### config.mk
export PLATFORM = sky130hd
export DESIGN_NAME = targ_uart_rx_cfg
export DESIGN_NICKNAME = d
export VERILOG_FILES = /design/src/rtl/targ_uart_rx_pkg.sv /design/src/rtl/targ_uart_baud_tick.sv /design/src/rtl/targ_uart_rx_cfg.sv
export SDC_FILE = /design/constraint.sdc
export NUM_CORES = 1
export LEC_CHECK = 0
export BUFFER_PORTS_ARGS = -buffer_cell sky130_fd_sc_hd__buf_2
export CAP_MARGIN = 20
export CORE_ASPECT_RATIO = 1.1
export CORE_MARGIN = 5
export CORE_UTILIZATION = 50
export CTS_CLUSTER_DIAMETER = 100
export DETAILED_ROUTE_END_ITERATION = 6
export GPL_TIMING_DRIVEN = 0
export HOLD_SLACK_MARGIN = 0.15
export PLACE_DENSITY_LB_ADDON = 0.05
export SKIP_LAST_GASP = 1
export SLEW_MARGIN = 20
export SYNTH_ARGS = -nofsm -noshare
export SYNTH_HDL_FRONTEND = slang
export SYNTH_HIERARCHICAL = 1
export SYNTH_SLANG_ARGS = --single-unit
### constraint.sdc
create_clock -name clk -period 2.35 [get_ports clk]
set_clock_uncertainty 0.05 [all_clocks]
set_input_delay 0.47 -clock clk [delete_from_list [all_inputs] [get_ports clk]]
set_output_delay 0.47 -clock clk [all_outputs]
set_load 0.01 [all_outputs]
### src/rtl/targ_uart_rx_pkg.sv
// Shared types and constants for the configurable UART receiver.
// Holds the state encoding, parity modes and the data-bit clamp helper.
package targ_uart_rx_pkg;

  typedef enum logic [2:0] {
    ST_IDLE,
    ST_START,
    ST_DATA,
    ST_PARITY,
    ST_STOP,
    ST_BRK_WAIT
  } rx_state_e;

  localparam logic [1:0] PAR_NONE = 2'b00;
  localparam logic [1:0] PAR_EVEN = 2'b01;
  localparam logic [1:0] PAR_ODD  = 2'b10;

  localparam int OVERSAMPLE = 16;
  localparam int MID_SAMPLE = 8;
  localparam int DATA_MAX   = 9;

  // Out-of-range data-bit requests fold onto the nearest legal width.
  function automatic logic [3:0] clamp_bits(input logic [3:0] bits);
    if (bits < 4'd5) return 4'd5;
    if (bits > 4'(DATA_MAX)) return 4'(DATA_MAX);
    return bits;
  endfunction

endpackage

### src/rtl/targ_uart_baud_tick.sv
// Fractional baud accumulator: one-clock tick on every carry out of the
// accumulator, shared with the matching transmitter.
module targ_uart_baud_tick #(
  parameter int ACC_WIDTH = 16
) (
  input  logic                 clk,
  input  logic                 rst_n,
  input  logic [ACC_WIDTH-1:0] baud_inc,
  output logic                 tick
);

  logic [ACC_WIDTH:0] acc;

  always_ff @(posedge clk or negedge rst_n) begin
    if (!rst_n) acc <= '0;
    else        acc <= {1'b0, acc[ACC_WIDTH-1:0]} + {1'b0, baud_inc};
  end

  assign tick = acc[ACC_WIDTH];

endmodule

### src/rtl/targ_uart_rx_cfg.sv
// 16x oversampled UART receiver with runtime frame format, error reporting,
// valid/ready output register and idle/end-of-packet gap detection.
module targ_uart_rx_cfg
  import targ_uart_rx_pkg::*;
#(
  parameter int ACC_WIDTH = 16,
  parameter int IDLE_BITS = 2
) (
  input  logic                 clk,
  input  logic                 reset_n,
  input  logic                 rxd,
  input  logic [ACC_WIDTH-1:0] baud_inc,
  input  logic [3:0]           cfg_data_bits,
  input  logic [1:0]           cfg_parity,
  input  logic                 cfg_stop2,
  output logic [8:0]           rx_data,
  output logic                 rx_valid,
  input  logic                 rx_ready,
  output logic                 rx_parity_err,
  output logic                 rx_frame_err,
  output logic                 rx_overrun,
  output logic                 rx_break,
  output logic                 rx_idle,
  output logic                 rx_endofpacket
);

  // Handshake: a word transfers on any clk where rx_valid && rx_ready; rx_valid
  // never drops without a transfer, and rx_data/flags are stable while it is high.

  localparam int GAP_MAX = IDLE_BITS * OVERSAMPLE;
  localparam int GW      = $clog2(GAP_MAX + 1);
  localparam logic [GW-1:0] GAP_FULL = GW'(GAP_MAX);
  localparam logic [GW-1:0] GAP_LAST = GW'(GAP_MAX - 1);

  logic [1:0] rst_ff;
  logic       rst_n;
  always_ff @(posedge clk or negedge reset_n) begin
    if (!reset_n) rst_ff <= 2'b00;
    else          rst_ff <= {rst_ff[0], 1'b1};
  end
  assign rst_n = rst_ff[1];

  logic tick;
  targ_uart_baud_tick #(.ACC_WIDTH(ACC_WIDTH)) u_tick (
    .clk      (clk),
    .rst_n    (rst_n),
    .baud_inc (baud_inc),
    .tick     (tick)
  );

  logic [1:0] rxd_ff;
  logic       rxd_s;
  logic [1:0] samp;
  logic       maj;
  assign rxd_s = rxd_ff[1];
  // Vote over the two previous samples and the current one.
  assign maj = (samp[1] & samp[0]) | (samp[1] & rxd_s) | (samp[0] & rxd_s);

  rx_state_e  state, state_next;
  logic [3:0] sc, bit_cnt, f_bits;
  logic [1:0] f_par;
  logic       f_stop2, second_stop, pbit, frame_perr, frame_ferr;
  logic [8:0] data_q;
  logic       mid, par_en, done, brk, done_ferr;

  assign mid       = tick && (sc == 4'(MID_SAMPLE));
  assign par_en    = (f_par != PAR_NONE);
  assign done_ferr = frame_ferr | ~maj;

  always_ff @(posedge clk or negedge rst_n) begin
    if (!rst_n) state <= ST_IDLE;
    else        state <= state_next;
  end

  always_comb begin
    state_next = state;
    done       = 1'b0;
    brk        = 1'b0;
    case (state)
      ST_IDLE:   if (tick && !rxd_s) state_next = ST_START;
      ST_START:  if (mid) state_next = maj ? ST_IDLE : ST_DATA;
      ST_DATA:   if (mid && (bit_cnt == f_bits - 4'd1)) state_next = par_en ? ST_PARITY : ST_STOP;
      ST_PARITY: if (mid) state_next = ST_STOP;
      ST_STOP: begin
        if (mid) begin
          if (!maj && !second_stop && (data_q == 9'd0) && !(par_en && pbit)) begin
            brk        = 1'b1;
            state_next = ST_BRK_WAIT;
          end else if (maj && f_stop2 && !second_stop) begin
            state_next = ST_STOP;
          end else begin
            done       = 1'b1;
            state_next = ST_IDLE;
          end
        end
      end
      ST_BRK_WAIT: if (tick && maj) state_next = ST_IDLE;
      default:     state_next = ST_IDLE;
    endcase
  end

  always_ff @(posedge clk or negedge rst_n) begin
    if (!rst_n) begin
      rxd_ff      <= 2'b11;
      samp        <= 2'b11;
      sc          <= 4'd0;
      bit_cnt     <= 4'd0;
      f_bits      <= 4'd8;
      f_par       <= PAR_NONE;
      f_stop2     <= 1'b0;
      second_stop <= 1'b0;
      pbit        <= 1'b0;
      frame_perr  <= 1'b0;
      frame_ferr  <= 1'b0;
      data_q      <= 9'd0;
    end else begin
      rxd_ff <= {rxd_ff[0], rxd};
      if (tick) begin
        samp <= {samp[0], rxd_s};
        sc   <= (state == ST_IDLE) ? 4'd0 : sc + 4'd1;
      end
      // Frame format is captured at the start edge so mid-frame cfg writes wait.
      if (state == ST_IDLE && tick && !rxd_s) begin
        f_bits      <= clamp_bits(cfg_data_bits);
        f_par       <= (cfg_parity == PAR_EVEN || cfg_parity == PAR_ODD) ? cfg_parity : PAR_NONE;
        f_stop2     <= cfg_stop2;
        bit_cnt     <= 4'd0;
        second_stop <= 1'b0;
        pbit        <= 1'b0;
        frame_perr  <= 1'b0;
        frame_ferr  <= 1'b0;
        data_q      <= 9'd0;
      end
      if (mid) begin
        case (state)
          ST_DATA: begin
            data_q  <= data_q | (9'(maj) << bit_cnt);
            bit_cnt <= bit_cnt + 4'd1;
          end
          ST_PARITY: begin
            pbit       <= maj;
            frame_perr <= maj ^ (^data_q) ^ (f_par == PAR_ODD);
          end
          ST_STOP: begin
            if (!maj) frame_ferr <= 1'b1;
            if (maj && f_stop2 && !second_stop) second_stop <= 1'b1;
          end
          default: ;
        endcase
      end
    end
  end

  always_ff @(posedge clk or negedge rst_n) begin
    if (!rst_n) begin
      rx_data       <= 9'd0;
      rx_valid      <= 1'b0;
      rx_parity_err <= 1'b0;
      rx_frame_err  <= 1'b0;
      rx_overrun    <= 1'b0;
      rx_break      <= 1'b0;
    end else begin
      rx_overrun <= 1'b0;
      rx_break   <= brk;
      if (done) begin
        if (!rx_valid || rx_ready) begin
          rx_data       <= data_q;
          rx_parity_err <= frame_perr;
          rx_frame_err  <= done_ferr;
          rx_valid      <= 1'b1;
        end else begin
          rx_overrun <= 1'b1;
        end
      end else if (rx_valid && rx_ready) begin
        rx_valid      <= 1'b0;
        rx_parity_err <= 1'b0;
        rx_frame_err  <= 1'b0;
      end
    end
  end

  // Starting saturated keeps reset from looking like the end of a packet.
  logic [GW-1:0] gap;
  always_ff @(posedge clk or negedge rst_n) begin
    if (!rst_n) begin
      gap            <= GAP_FULL;
      rx_endofpacket <= 1'b0;
    end else begin
      rx_endofpacket <= 1'b0;
      if (state != ST_IDLE) begin
        gap <= '0;
      end else if (tick && gap != GAP_FULL) begin
        gap <= gap + 1'b1;
        if (gap == GAP_LAST) rx_endofpacket <= 1'b1;
      end
    end
  end

  assign rx_idle = (gap == GAP_FULL);

endmodule

==> results.yml <==
yosys:
  yosys.area.top_type: "dfrtp_1"
  syn-cell-area_um2: 4096
  ys_async_sr_fraction_pct: 100.0
  synthCells: 397
  yosys.cell_types.count: 65
  synth_area_per_cell_um2: 10.32
  netlist_top_cells_area: "dfrtp_1 42%, ha_1 7.9%, xnor2_1 4.3%"
  yosysWarnings: 6
  yosys.area.top_type_share_pct: 42.15
  yosysSeqAreaShare_pct: 46.00
  ys.flop_type: "dfrtp_1"
  synth-edff-count: 0
  syn_nets: 451
  ys_ff_latch: 75
critical_path:
  crit_type: "register to register"
  crit_fanout: 3
  cp-end-kind: "register"
  critical_path_arrival_ps: 2440
  cp.required_ps: 2560
  worstRegToRegCells: 7
  crit_end: "u_tick/acc[12]"
  rr_startpoint: "u_tick/acc[0]"
  critPathLaunch: "u_tick/acc[0]"
  setup.worst_path.start_class: "register"
  r2r_slack_ps: 130
  rr_endpoint: "u_tick/acc[12]"
cells_and_area:
  nNetsFinal: 507
  antennaDiodeCount: 0
  drive_gt1_share_pct: 20.09
  synthToLayoutAreaGrowth_pct: 15.76
  fill_cells: 716
die:
  die_area_um2: 10100
  start_util_pct: 51.49
  rows: 34
  die_x_um: 96.30
  fp.dieH_um: 104.9
  pin_count: 43
  core_um2: 7955
global_routing:
  grt_use_total_pct: 17.02
  grt_first_pass_wirelength_um: 13640
  grt_start_max_net_pins: 43
  antenna_found_initial: 0
  grt_pass1_vias: 3033
  grt_overflow: 0
placement:
  place_ws_ps: -97.74
  hpwl_um: 5836
  port_buffers: 42
  gp_congestion: 0.8273
timing:
  period_share_pct: 94.66
  max_slew_margin_pct: 53.10
  rsz0062_at_grt: "no"
  setup_viol: 0
  timing.final.ws_setup_ps: 125.5
  finalSetupTns_ps: 0
  worst_pin_slew_ps: 694.4
  finalMaxSlewViolations: 0
  fmax_ghz: 0.4495
  worst_hold_slack_ps: 225.3
  finalWorstPathRequiredPeriod_ps: 2224
  hold_viol: 0
clock_tree:
  clkLatencyLatePin_ps: 340
  post_cts_buffers: 0
  cts.htree.levels: 3
  cts_tree: "done"
  clkTransAtPathRegs_ps: 80
  cts-root-buf: "clkbuf_8"
  clock_path_buffers: 2
  cts_inserted_buffers: 9
  cts.sinks: 75
power:
  p_total_mw: 5.722
  power_density_nw_per_um2: 1207
  ir_drop_mv: 0.7377
  power_leakage_nw: 2.218
routing:
  wirelength_um: 7944
  drtPass1Iterations: 5
  wl_per_cell_um: 14.04
  routed_via_density: 5.359
  ant_nets: 0
  drt_iter0_markers: 96
  drcViolationCount: 0
  vias: 3033
job:
  max_cap_violations: 0
hold_path:
  hp-class: "register to asynchronous set/reset pin"
run_status:
  status: "finished clean"
logic make-up (layout without fill, tap and decap cells):
family	Yosys count	after routing	share of synthesized area, %
other	1	1	0.09154
AND/OR/NAND/NOR	125	125	16.07
flip-flops	75	75	46.00
XOR/XNOR	31	31	6.628
buffers and inverters	36	97	3.604
multiplexers	17	17	5.345
AO/OA/AOI/OAI	83	83	13.32
adder cells (fa/ha/maj)	29	29	8.949
cell usage in the layout (no fill, tap or decap), types with 7 or more instances in the layout:
cell / instances
a21oi_1: 17
buf_2: 45
mux2_4: 9
ha_1: 26
nand2b_1: 7
nand2_1: 38
nor2_1: 25
nand3_1: 21
xnor2_1: 20
o21ai_0: 22
clkbuf_1: 10
inv_1: 21
dfrtp_1: 68
xor2_1: 11
clkbuf_8: 10
power by group:
group	internal, mW	leakage, nW	total, mW	switching (mW)
combinational	1.13	1.14	2.58	1.44
clock	0.743	0.125	1.23	0.488
sequential	1.69	0.955	1.92	0.221
total	3.57	2.22	5.72	2.15
worst min path at each step:
stage	from	end	slack (ps)	cells past startpoint
2_1_floorplan	reset_n	rst_ff[0]	120	0
3_3_place_gp	reset_n	rst_ff[0]	200	1
3_5_place_dp	reset_n	rst_ff[0]	210	1
4_1_cts	rxd	rxd_ff[0]	150	1
5_1_grt	cfg_stop2	f_stop2	260	3
6_report	rst_ff[1]	rx_data[4]	230	0
cells in the mapped netlist (all sizes together) (4+ instances only):
cell,n
a21o,6
a21oi,18
buf,5
clkbuf,10
dfrtp,69
dfstp,6
ha,26
inv,21
mux2,12
mux2i,5
nand2,39
nand2b,7
nand3,22
nand3b,4
nor2,25
nor3,6
nor3b,4
o21ai,22
o22ai,6
o31ai,4
xnor2,20
xor2,11
area by class of cell:
type / count / area (um^2) / area share [%]
Clock inverter: 5 / 107.6 / 2.269
Clock buffer: 11 / 141.4 / 2.982
Sequential cell: 75 / 1888 / 39.82
Multi-Input combinational cell: 286 / 2064 / 43.54
Timing Repair Buffer: 45 / 257.7 / 5.435
Inverter: 21 / 78.83 / 1.662
Tap cell: 108 / 135.1 / 2.850
Buffer: 15 / 68.82 / 1.451
registers in the layout (all words and copies together) (netlist names):
register        cells
state               3
rx_data             9
rx_break            1
rx_frame_err        1
second_stop         1
rxd_ff              2
bit_cnt             4
rx_endofpacket      1
rst_ff              2
data_q              9
rx_parity_err       1
frame_perr          1
samp                2
pbit                1
rx_overrun          1
f_par               2
f_bits              4
gap                 6
sc                  4
u_tick/acc         17
rx_valid            1
frame_ferr          1
f_stop2             1
per-stage QoR:
| stage | instance area (um^2) | instances | utilization [%] |
|---|---|---|---|
| after global routing | 4742 | 566 | 59.61 |
| after CTS | 4732 | 565 | 59.48 |
| after floorplan | 4096 | 397 | - |
| after detailed placement | 4473 | 548 | 56.23 |
| after global placement | 4442 | 547 | 55.84 |
| final | 4742 | 566 | 59.61 |
layer usage:
layer  vias to the layer above  GRT usage, %  routed length [um]
met5                         -             0                   0
met4                         0         6.914                 142
met3                        10         3.666                 286
met2                        60         26.64                3823
met1                      1433         22.77                3692
li1                       1530             -                   -
timing repair:
action,in CTS,in global routing
gates resized for setup,0,0
hold buffers,1,1
hold endpoints to repair,2,1
critical path: stages (launching register included):
cell and delay (ps):
dfrtp_1 370, ha_1 210, fa_1 410, a21o_1 230, a311o_1 380, a21o_1 200, a21oi_2 180, xnor2_1 130
(Power assumes the default switching activity.)
